$ cat src/rtl/bomb_stock.sv
// Player bomb inventory: credits bonus pickups, spends a bomb on key press to
// clear all enemies, and draws the flash / HUD overlay layer.
module bomb_stock #(
    parameter int                 MAX_BOMBS    = 3,
    parameter int                 CNT_BIT_LEN  = 2,
    parameter int                 INIT_BOMBS   = 1,
    parameter int                 FLASH_FRAMES = 8,
    parameter int                 H_LEN        = 10,
    parameter int                 V_LEN        = 10,
    parameter int                 RGB_W        = 12,
    parameter int                 HUD_X        = 8,
    parameter int                 HUD_Y        = 8,
    parameter int                 HUD_SIZE     = 8,
    parameter int                 HUD_PITCH    = 12,
    parameter logic [RGB_W-1:0]   FLASH_COLOR  = 12'hFFF,
    parameter logic [RGB_W-1:0]   HUD_COLOR    = 12'hF80
) (
    input  logic                   clk_vga,
    input  logic                   rst,
    input  logic                   en_i,
    input  logic                   crash_me_bonus_i,
    input  logic                   use_key_i,
    input  logic                   v_sync_i,
    input  logic [H_LEN-1:0]       req_x_addr_i,
    input  logic [V_LEN-1:0]       req_y_addr_i,
    output logic [CNT_BIT_LEN-1:0] bomb_cnt_o,
    output logic                   clear_all_o,
    output logic                   flash_active_o,
    output logic                   vga_alpha_o,
    output logic [RGB_W-1:0]       vga_rgb_o
);

    typedef enum logic {IDLE, FLASH} state_t;

    localparam int FW = (FLASH_FRAMES > 2) ? $clog2(FLASH_FRAMES) : 1;
    localparam logic [FW-1:0] LAST_FRAME = FW'(FLASH_FRAMES - 1);

    logic                   s1, s2, s3;
    logic                   crash_prev, vs_prev, lock;
    logic                   press, vs_rise, pick, do_use;
    state_t                 state, state_next;
    logic [FW-1:0]          frame_cnt, frame_cnt_next;
    logic [CNT_BIT_LEN-1:0] cnt, cnt_next;
    logic [CNT_BIT_LEN:0]   cnt_sum;
    logic                   clear_next;
    logic                   hud_hit, ov_alpha;
    logic [RGB_W-1:0]       ov_rgb;
    int                     x_pos, y_pos;

    assign press   = s2 & ~s3;
    assign vs_rise = v_sync_i & ~vs_prev;
    assign pick    = en_i & crash_me_bonus_i & ~crash_prev & ~lock;
    // Gated on the pre-update stock, so an empty stock rejects the use even
    // when a pickup lands on the same edge.
    assign do_use  = en_i & press & (state == IDLE) & (cnt != '0);

    always_comb begin
        cnt_sum = {1'b0, cnt} + {{CNT_BIT_LEN{1'b0}}, pick} - {{CNT_BIT_LEN{1'b0}}, do_use};
        if (cnt_sum > (CNT_BIT_LEN+1)'(MAX_BOMBS))
            cnt_next = CNT_BIT_LEN'(MAX_BOMBS);
        else
            cnt_next = cnt_sum[CNT_BIT_LEN-1:0];
    end

    // NOTE: every signal written here gets a default first, so no path leaves it unassigned and no latch is inferred.
    always_comb begin
        state_next     = state;
        frame_cnt_next = frame_cnt;
        clear_next     = 1'b0;
        if (!en_i) begin
            state_next     = IDLE;
            frame_cnt_next = '0;
        end else begin
            unique case (state)
                IDLE: if (do_use) begin
                    state_next     = FLASH;
                    frame_cnt_next = '0;
                    clear_next     = 1'b1;
                end
                FLASH: if (vs_rise) begin
                    if (frame_cnt == LAST_FRAME) begin
                        state_next     = IDLE;
                        frame_cnt_next = '0;
                    end else begin
                        frame_cnt_next = frame_cnt + 1'b1;
                    end
                end
                default: state_next = IDLE;
            endcase
        end
    end

    assign x_pos = int'(req_x_addr_i);
    assign y_pos = int'(req_y_addr_i);

    always_comb begin
        hud_hit  = 1'b0;
        ov_alpha = 1'b0;
        ov_rgb   = '0;
        for (int j = 0; j < MAX_BOMBS; j++) begin
            if (j < int'(cnt) &&
                x_pos >= HUD_X + j*HUD_PITCH && x_pos < HUD_X + j*HUD_PITCH + HUD_SIZE &&
                y_pos >= HUD_Y && y_pos < HUD_Y + HUD_SIZE)
                hud_hit = 1'b1;
        end
        // Flash blinks on even frames and covers the HUD.
        if (state == FLASH && !frame_cnt[0]) begin
            ov_alpha = 1'b1;
            ov_rgb   = FLASH_COLOR;
        end else if (hud_hit) begin
            ov_alpha = 1'b1;
            ov_rgb   = HUD_COLOR;
        end
    end

    // NOTE: sequential state uses non-blocking assignments so every register samples pre-edge values.
    always_ff @(posedge clk_vga or posedge rst) begin
        if (rst) begin
            s1          <= 1'b0;
            s2          <= 1'b0;
            s3          <= 1'b0;
            crash_prev  <= 1'b0;
            vs_prev     <= 1'b0;
            lock        <= 1'b0;
            cnt         <= CNT_BIT_LEN'(INIT_BOMBS);
            state       <= IDLE;
            frame_cnt   <= '0;
            clear_all_o <= 1'b0;
            vga_alpha_o <= 1'b0;
            vga_rgb_o   <= '0;
        end else begin
            s1          <= use_key_i;
            s2          <= s1;
            s3          <= s2;
            crash_prev  <= crash_me_bonus_i;
            vs_prev     <= v_sync_i;
            if (pick)
                lock <= 1'b1;
            else if (vs_rise)
                lock <= 1'b0;
            if (en_i)
                cnt <= cnt_next;
            state       <= state_next;
            frame_cnt   <= frame_cnt_next;
            clear_all_o <= clear_next;
            vga_alpha_o <= ov_alpha;
            vga_rgb_o   <= ov_rgb;
        end
    end

    assign bomb_cnt_o     = cnt;
    assign flash_active_o = (state == FLASH);

endmodule

$ cat config.mk
export PLATFORM = sky130hd
export DESIGN_NAME = bomb_stock
export DESIGN_NICKNAME = d
export VERILOG_FILES = /design/src/rtl/bomb_stock.sv
export SDC_FILE = /design/constraint.sdc
export NUM_CORES = 1
export LEC_CHECK = 0
export CAP_MARGIN = 15
export CORE_ASPECT_RATIO = 0.7
export CORE_UTILIZATION = 25
export DETAILED_ROUTE_END_ITERATION = 12
export DONT_BUFFER_PORTS = 1
export PLACE_DENSITY = 0.37
export SYNTH_ARGS = -nofsm -noshare
export SYNTH_HDL_FRONTEND = slang
export SYNTH_SLANG_ARGS = --single-unit
$ cat constraint.sdc
create_clock -name clk_vga -period 4.4 [get_ports clk_vga]
set_clock_uncertainty 0.05 [all_clocks]
set_input_delay 0.88 -clock clk_vga [delete_from_list [all_inputs] [get_ports clk_vga]]
set_output_delay 0.88 -clock clk_vga [all_outputs]
set_load 0.03 [all_outputs]
==> flow_summary.json, run 1 <==
{
  "ios": 43,
  "drt_pass1_iterations": 8,
  "wl_per_cell_um": 13.2,
  "slew_viol_final": 0,
  "peakVddDrop_v": 0.000188,
  "cts.sinks": 15,
  "timing.critical_path.mode_cell": "inv_1",
  "cts_max_path_buffers": 2,
  "synth_area_leaders": "dfrtp_1 42%, buf_4 9.9%, ha_1 6.0%",
  "drtAntennaViolNets": 0,
  "p_leak_nw": 0.379,
  "port_buffers": 0,
  "synthMostInstantiatedCell": "dfrtp_1",
  "cp_data_required_time_ns": 4.46,
  "drive_gt1_share_pct": 14.1,
  "synth_commonest_cells": "14 x dfrtp_1, 11 x buf_4, 7 x inv_1",
  "critical_path_class": "flip-flop to flip-flop",
  "hp-class": "flip-flop to flip-flop",
  "antennaDiodeCount": 0,
  "critPathMaxFanout": 8,
  "syn_nets": 110,
  "cts_buffers": 3,
  "start_util_pct": 26.3,
  "final_cells": 109,
  "vias_per_cell": 4.47,
  "synth_edf_count": 0,
  "die_w_um": 71.1,
  "min_period_ns": 2.55,
  "post-route-period-util_pct": 58.0,
  "cp-end-kind": "flip-flop",
  "htreeDepth": 1,
  "dr.first_iter.drc_count": 27,
  "slew_headroom_pct": 34.2,
  "die_area_um2": 3580,
  "worst_pin_slew_ns": 0.990,
  "routabilityCongestion": 0.603,
  "nNetsFinal": 103,
  "multi_input_area_um2": 345,
  "vias": 487,
  "die_h_um": 50.3,
  "cts_resized": 0,
  "dp.cells": 105,
  "drc": 4,
  "yosys_warnings": 0,
  "status": "complete, but fails checks",
  "cellPowerDensity_nw_per_um2": 504,
  "n_fill_cell": 345,
  "maxCapViolCount": 0,
  "tritoncts": "built",
  "critPathMaxStageDelay_ns": 0.58,
  "row_count": 17,
  "synth_cell_types": 28,
  "ys_seq_elements": 15,
  "yosys.area.top_type": "dfrtp_1",
  "postCtsHoldBufs": 0,
  "violations": "design-rule violations",
  "slowest_stage": "dfrtp_1",
  "core_um2": 3170,
  "synth_seq_area_share_pct": 45.1,
  "post_cts_buffers": 0,
  "grt_pass1_vias": 530,
  "cts-root-buf": "clkbuf_8",
  "grt_first_pass_wirelength_um": 2480,
  "path_cells": "or2_1 -> and4_1 -> ha_1 -> inv_1 -> ha_1 -> inv_1 -> fa_1 -> inv_1 -> o21ai_0 -> o21ai_1",
  "track_usage_pct": 9.46,
  "arrival_ns": 2.61,
  "areaGrowthSynthToFinish_pct": 1.20,
  "routed_wl_um": 1440,
  "ys.flop_type": "dfrtp_1",
  "syn_area_per_cell_um2": 10.6,
  "grt_setup_unrepaired": "no",
  "dp_hpwl_um": 1080,
  "overflow": 0,
  "setup_violations": 0,
  "seqCellArea_um2": 379,
  "final.setup.tns_ns": 0,
  "hold_viol": 0,
  "clock_latency_ns": 0.25,
  "cts.clk_slew.worst_paths_ns": 0.06,
  "max_freq_mhz": 392,
  "critPathLaunchType": "flip-flop",
  "synth_top_area_share_pct": 42.0,
  "synth_area_um2": 835,
  "synthArstFlopShare_pct": 100,
  "antenna_found_initial": 0,
  "grt_start_max_net_pins": 16,
  "synthCells": 79
}
-- per-stage QoR --
stage	util [%]	total power, mW	instance area (µm²)	setup WS, ns	hold slack, ns
3_3_place_gp	25.2	0.313	798	1.74	0.287
4_1_cts	26.6	0.432	845	1.83	0.304
3_5_place_dp	25.2	0.315	798	1.73	0.290
6_report	26.6	0.426	845	1.85	0.301
5_1_grt	26.6	0.458	845	1.66	0.305
2_1_floorplan	-	0.316	835	1.64	0.281
-- cells in the final DEF, fill, tap and decap left out, types with 2 or more instances in the layout --
cell and instances:
a21oi_1 2, ha_1 4, nor4_2 2, and4_1 2, nand3_1 2, nor2b_1 5
clkbuf_8 3, a22oi_1 3, mux2_1 2, o21ai_1 2, dfrtp_2 2, o21ai_0 3
dfrtp_1 12, nor2_1 3, nand2_1 4, inv_1 7
-- worst paths after layout --
| kind | startpoint | to | slack, ns | depth (start not counted) |
|---|---|---|---|---|
| worst max-delay path | bomb_cnt_o[1]$_DFFE_PP0P_ | bomb_cnt_o[1]$_DFFE_PP0P_ | 1.85 | 10 |
| worst min-delay path | s1$_DFF_PP0_ | s2$_DFF_PP0_ | 0.30 | 0 |
| worst max register to register | bomb_cnt_o[1]$_DFFE_PP0P_ | bomb_cnt_o[1]$_DFFE_PP0P_ | 1.85 | 10 |
| worst min register to register | s1$_DFF_PP0_ | s2$_DFF_PP0_ | 0.30 | 0 |
| max in group asynchronous | rst | vga_rgb_o[6]$_DFF_PP0_ | 3.37 | 1 |
| min in group asynchronous | rst | vga_alpha_o$_DFF_PP0_ | 0.52 | 1 |
-- registers in the layout (all words and copies together), names as in the netlist --
register        cells
s3                  1
s2                  1
vga_rgb_o           1
flash_active_o      1
frame_cnt           3
s1                  1
lock                1
bomb_cnt_o          2
vs_prev             1
clear_all_o         1
vga_alpha_o         1
crash_prev          1
-- critical path, delay by kind of cell, from the launching register on --
kind,cells,cell delay [ns]
buf+inv,3,0.14
simple gates,2,0.53
compound gates,2,0.23
fa+ha+maj,3,0.89
flops,1,0.58
-- layout make-up --
cell class,count,share of cell area (%)
tap,38,5.63
inverter,7,3.11
clock buffer,3,4.89
sequential,15,44.9
clock inverter,1,0.593
multi-input combinational,45,40.9
-- cell families after synthesis --
logic type | after synthesis | share of synthesized area [%]
multiplexers | 3 | 3.90
XOR/XNOR | 2 | 2.10
flip-flops | 15 | 45.1
AND/OR/NAND/NOR | 21 | 16.3
AO/OA/AOI/OAI | 14 | 10.6
adder cells (fa/ha/maj) | 5 | 8.40
buffers and inverters | 19 | 13.5
-- power by group --
group	internal (mW)	switching, mW	leakage, nW
logic	0.0327	0.0378	0.168
clock network	0.0627	0.0508	0.0255
registers	0.159	0.0831	0.185
-- metal layers --
| layer | up-vias | routed length, µm | track usage, % |
|---|---|---|---|
| li1 | 242 | - | - |
| met1 | 233 | 672 | 12.2 |
| met2 | 12 | 665 | 14.4 |
| met3 | 0 | 105 | 4.42 |
| met4 | 0 | 0 | 2.33 |
| met5 | - | 0 | 0 |
Power figures use the tool's default switching activity.
==> run 2, diff against run 1 <==
==> constraint.sdc (replaced) <==
create_clock -name clk_vga -period 2.5 [get_ports clk_vga]
set_clock_uncertainty 0.05 [all_clocks]
set_input_delay 0.5 -clock clk_vga [delete_from_list [all_inputs] [get_ports clk_vga]]
set_output_delay 0.5 -clock clk_vga [all_outputs]
set_load 0.03 [all_outputs]
==> flow_summary.json, run 2 (synthesis results as in run 1) <==
{
  "rr_startpoint": "bomb_cnt_o[0]$_DFFE_PP1P_",
  "cp-end-kind": "flip-flop",
  "ios": 43,
  "slew_viol_final": 0,
  "pre_cts_ws_ns": 0.228,
  "cellPowerDensity_nw_per_um2": 884,
  "critPathMaxStageDelay_ns": 0.51,
  "cts_resized": 0,
  "row_count": 17,
  "start_util_pct": 26.3,
  "largest_reg_flops": 3,
  "post_dp_cell_area_um2": 828,
  "arrival_ns": 2.33,
  "cts_buffers": 3,
  "slew_headroom_pct": 43.5,
  "htreeDepth": 1,
  "path_cells": "or2_1 -> and4_1 -> ha_1 -> inv_1 -> ha_1 -> inv_1 -> fa_1 -> inv_1 -> o21ai_0 -> o21ai_1",
  "antenna_found_initial": 0,
  "rr_worst_depth": 10,
  "drtAntennaViolNets": 0,
  "drive_gt1_share_pct": 17.3,
  "post-route-period-util_pct": 89.9,
  "core_um2": 3170,
  "violations": "design-rule violations",
  "worst_pin_slew_ns": 0.851,
  "rrSetupSlack_ns": 0.25,
  "drt_pass1_iterations": 8,
  "grt_setup_unrepaired": "no",
  "critPathLaunchType": "flip-flop",
  "nNetsFinal": 107,
  "maxCapViolCount": 0,
  "final_cell_mix": "12 x dfrtp_1, 7 x inv_1, 5 x nor2b_1",
  "fin_util_pct": 27.6,
  "grt_first_pass_wirelength_um": 2520,
  "routed_wl_um": 1470,
  "overflow": 0,
  "peakVddDrop_v": 0.000278,
  "tritoncts": "built",
  "vias_per_cell": 4.55,
  "final.setup.tns_ns": 0,
  "dp_hpwl_um": 1150,
  "fin_total_pwr_mw": 0.772,
  "wl_per_cell_um": 13.0,
  "reg2reg_to": "bomb_cnt_o[1]$_DFFE_PP0P_",
  "hold_viol": 0,
  "die_h_um": 50.3,
  "fin_ws_ns": 0.253,
  "clock_latency_ns": 0.24,
  "dr.first_iter.drc_count": 16,
  "cts-root-buf": "clkbuf_8",
  "areaGrowthSynthToFinish_pct": 4.65,
  "setup_violations": 0,
  "p_leak_nw": 0.396,
  "die_area_um2": 3580,
  "final_common_cell": "dfrtp_1",
  "cts_max_path_buffers": 2,
  "cts.sinks": 15,
  "post_cts_buffers": 0,
  "routabilityCongestion": 0.681,
  "drc": 4,
  "vias": 514,
  "max_freq_mhz": 445,
  "critPathMaxFanout": 3,
  "timing.critical_path.mode_cell": "inv_1",
  "antennaDiodeCount": 0,
  "largest_register": "frame_cnt",
  "grt_start_max_net_pins": 16,
  "grt_pass1_vias": 524,
  "track_usage_pct": 9.89,
  "cp_data_required_time_ns": 2.58,
  "die_w_um": 71.1,
  "cts.clk_slew.worst_paths_ns": 0.06,
  "postCtsHoldBufs": 0,
  "fin_area_um2": 873,
  "critical_path_class": "flip-flop to flip-flop",
  "hp-class": "input pin to asynchronous set/reset pin",
  "min_period_ns": 2.25,
  "slowest_stage": "fa_1",
  "status": "complete, but fails checks",
  "port_buffers": 0
}
[run 2: cell count changes in the layout (fill, tap and decap cells not counted), sizes merged]
cell and delta:
buf +4, clkinv -1, clkbuf +1
[run 2: critical path, delay by kind of cell, from the launching register on]
family,cells,cell delay (ns)
AO/OA/AOI/OAI,2,0.22
adder cells (fa/ha/maj),3,0.90
buffers and inverters,3,0.16
flip-flops,1,0.36
AND/OR/NAND/NOR,2,0.44
[run 2: final cells by class]
type	instances	area (µm²)
inverters	7	26.3
multi-input cells	45	345
repair buffers	4	30.0
flip-flops and latches	15	379
well taps	38	47.5
fillers	332	2300
clock buffers	4	45.0
[run 2: power breakdown]
group,switching (mW),total (mW),internal [mW],leakage [nW]
sequential,0.0462,0.326,0.279,0.185
clock,0.0801,0.193,0.113,0.0228
combinational,0.170,0.254,0.0832,0.188
[run 2: worst max path at each step]
stage	startpoint	to	slack [ns]
floorplan	bomb_cnt_o[1]$_DFFE_PP0P_	bomb_cnt_o[1]$_DFFE_PP0P_	0.11
global placement	en_i	bomb_cnt_o[1]$_DFFE_PP0P_	0.26
detailed placement	en_i	bomb_cnt_o[1]$_DFFE_PP0P_	0.23
CTS	bomb_cnt_o[1]$_DFFE_PP0P_	bomb_cnt_o[1]$_DFFE_PP0P_	0.23
global route	bomb_cnt_o[0]$_DFFE_PP1P_	bomb_cnt_o[1]$_DFFE_PP0P_	0.09
finish	bomb_cnt_o[0]$_DFFE_PP1P_	bomb_cnt_o[1]$_DFFE_PP0P_	0.25
[run 2: metrics by stage]
stage	hold slack, ns	std cells
after floorplan	0.281	79
after global placement	0.286	109
after detailed placement	0.289	109
after CTS	0.180	113
after global routing	0.201	113
final	0.147	113
[run 2: per-layer routing]
| layer | GRT usage (%) | wire [µm] | vias to the layer above |
|---|---|---|---|
| li1 | - | - | 252 |
| met1 | 11.8 | 649 | 247 |
| met2 | 15.4 | 705 | 13 |
| met3 | 5.22 | 106 | 2 |
| met4 | 3.33 | 7 | 0 |
| met5 | 0 | 0 | - |
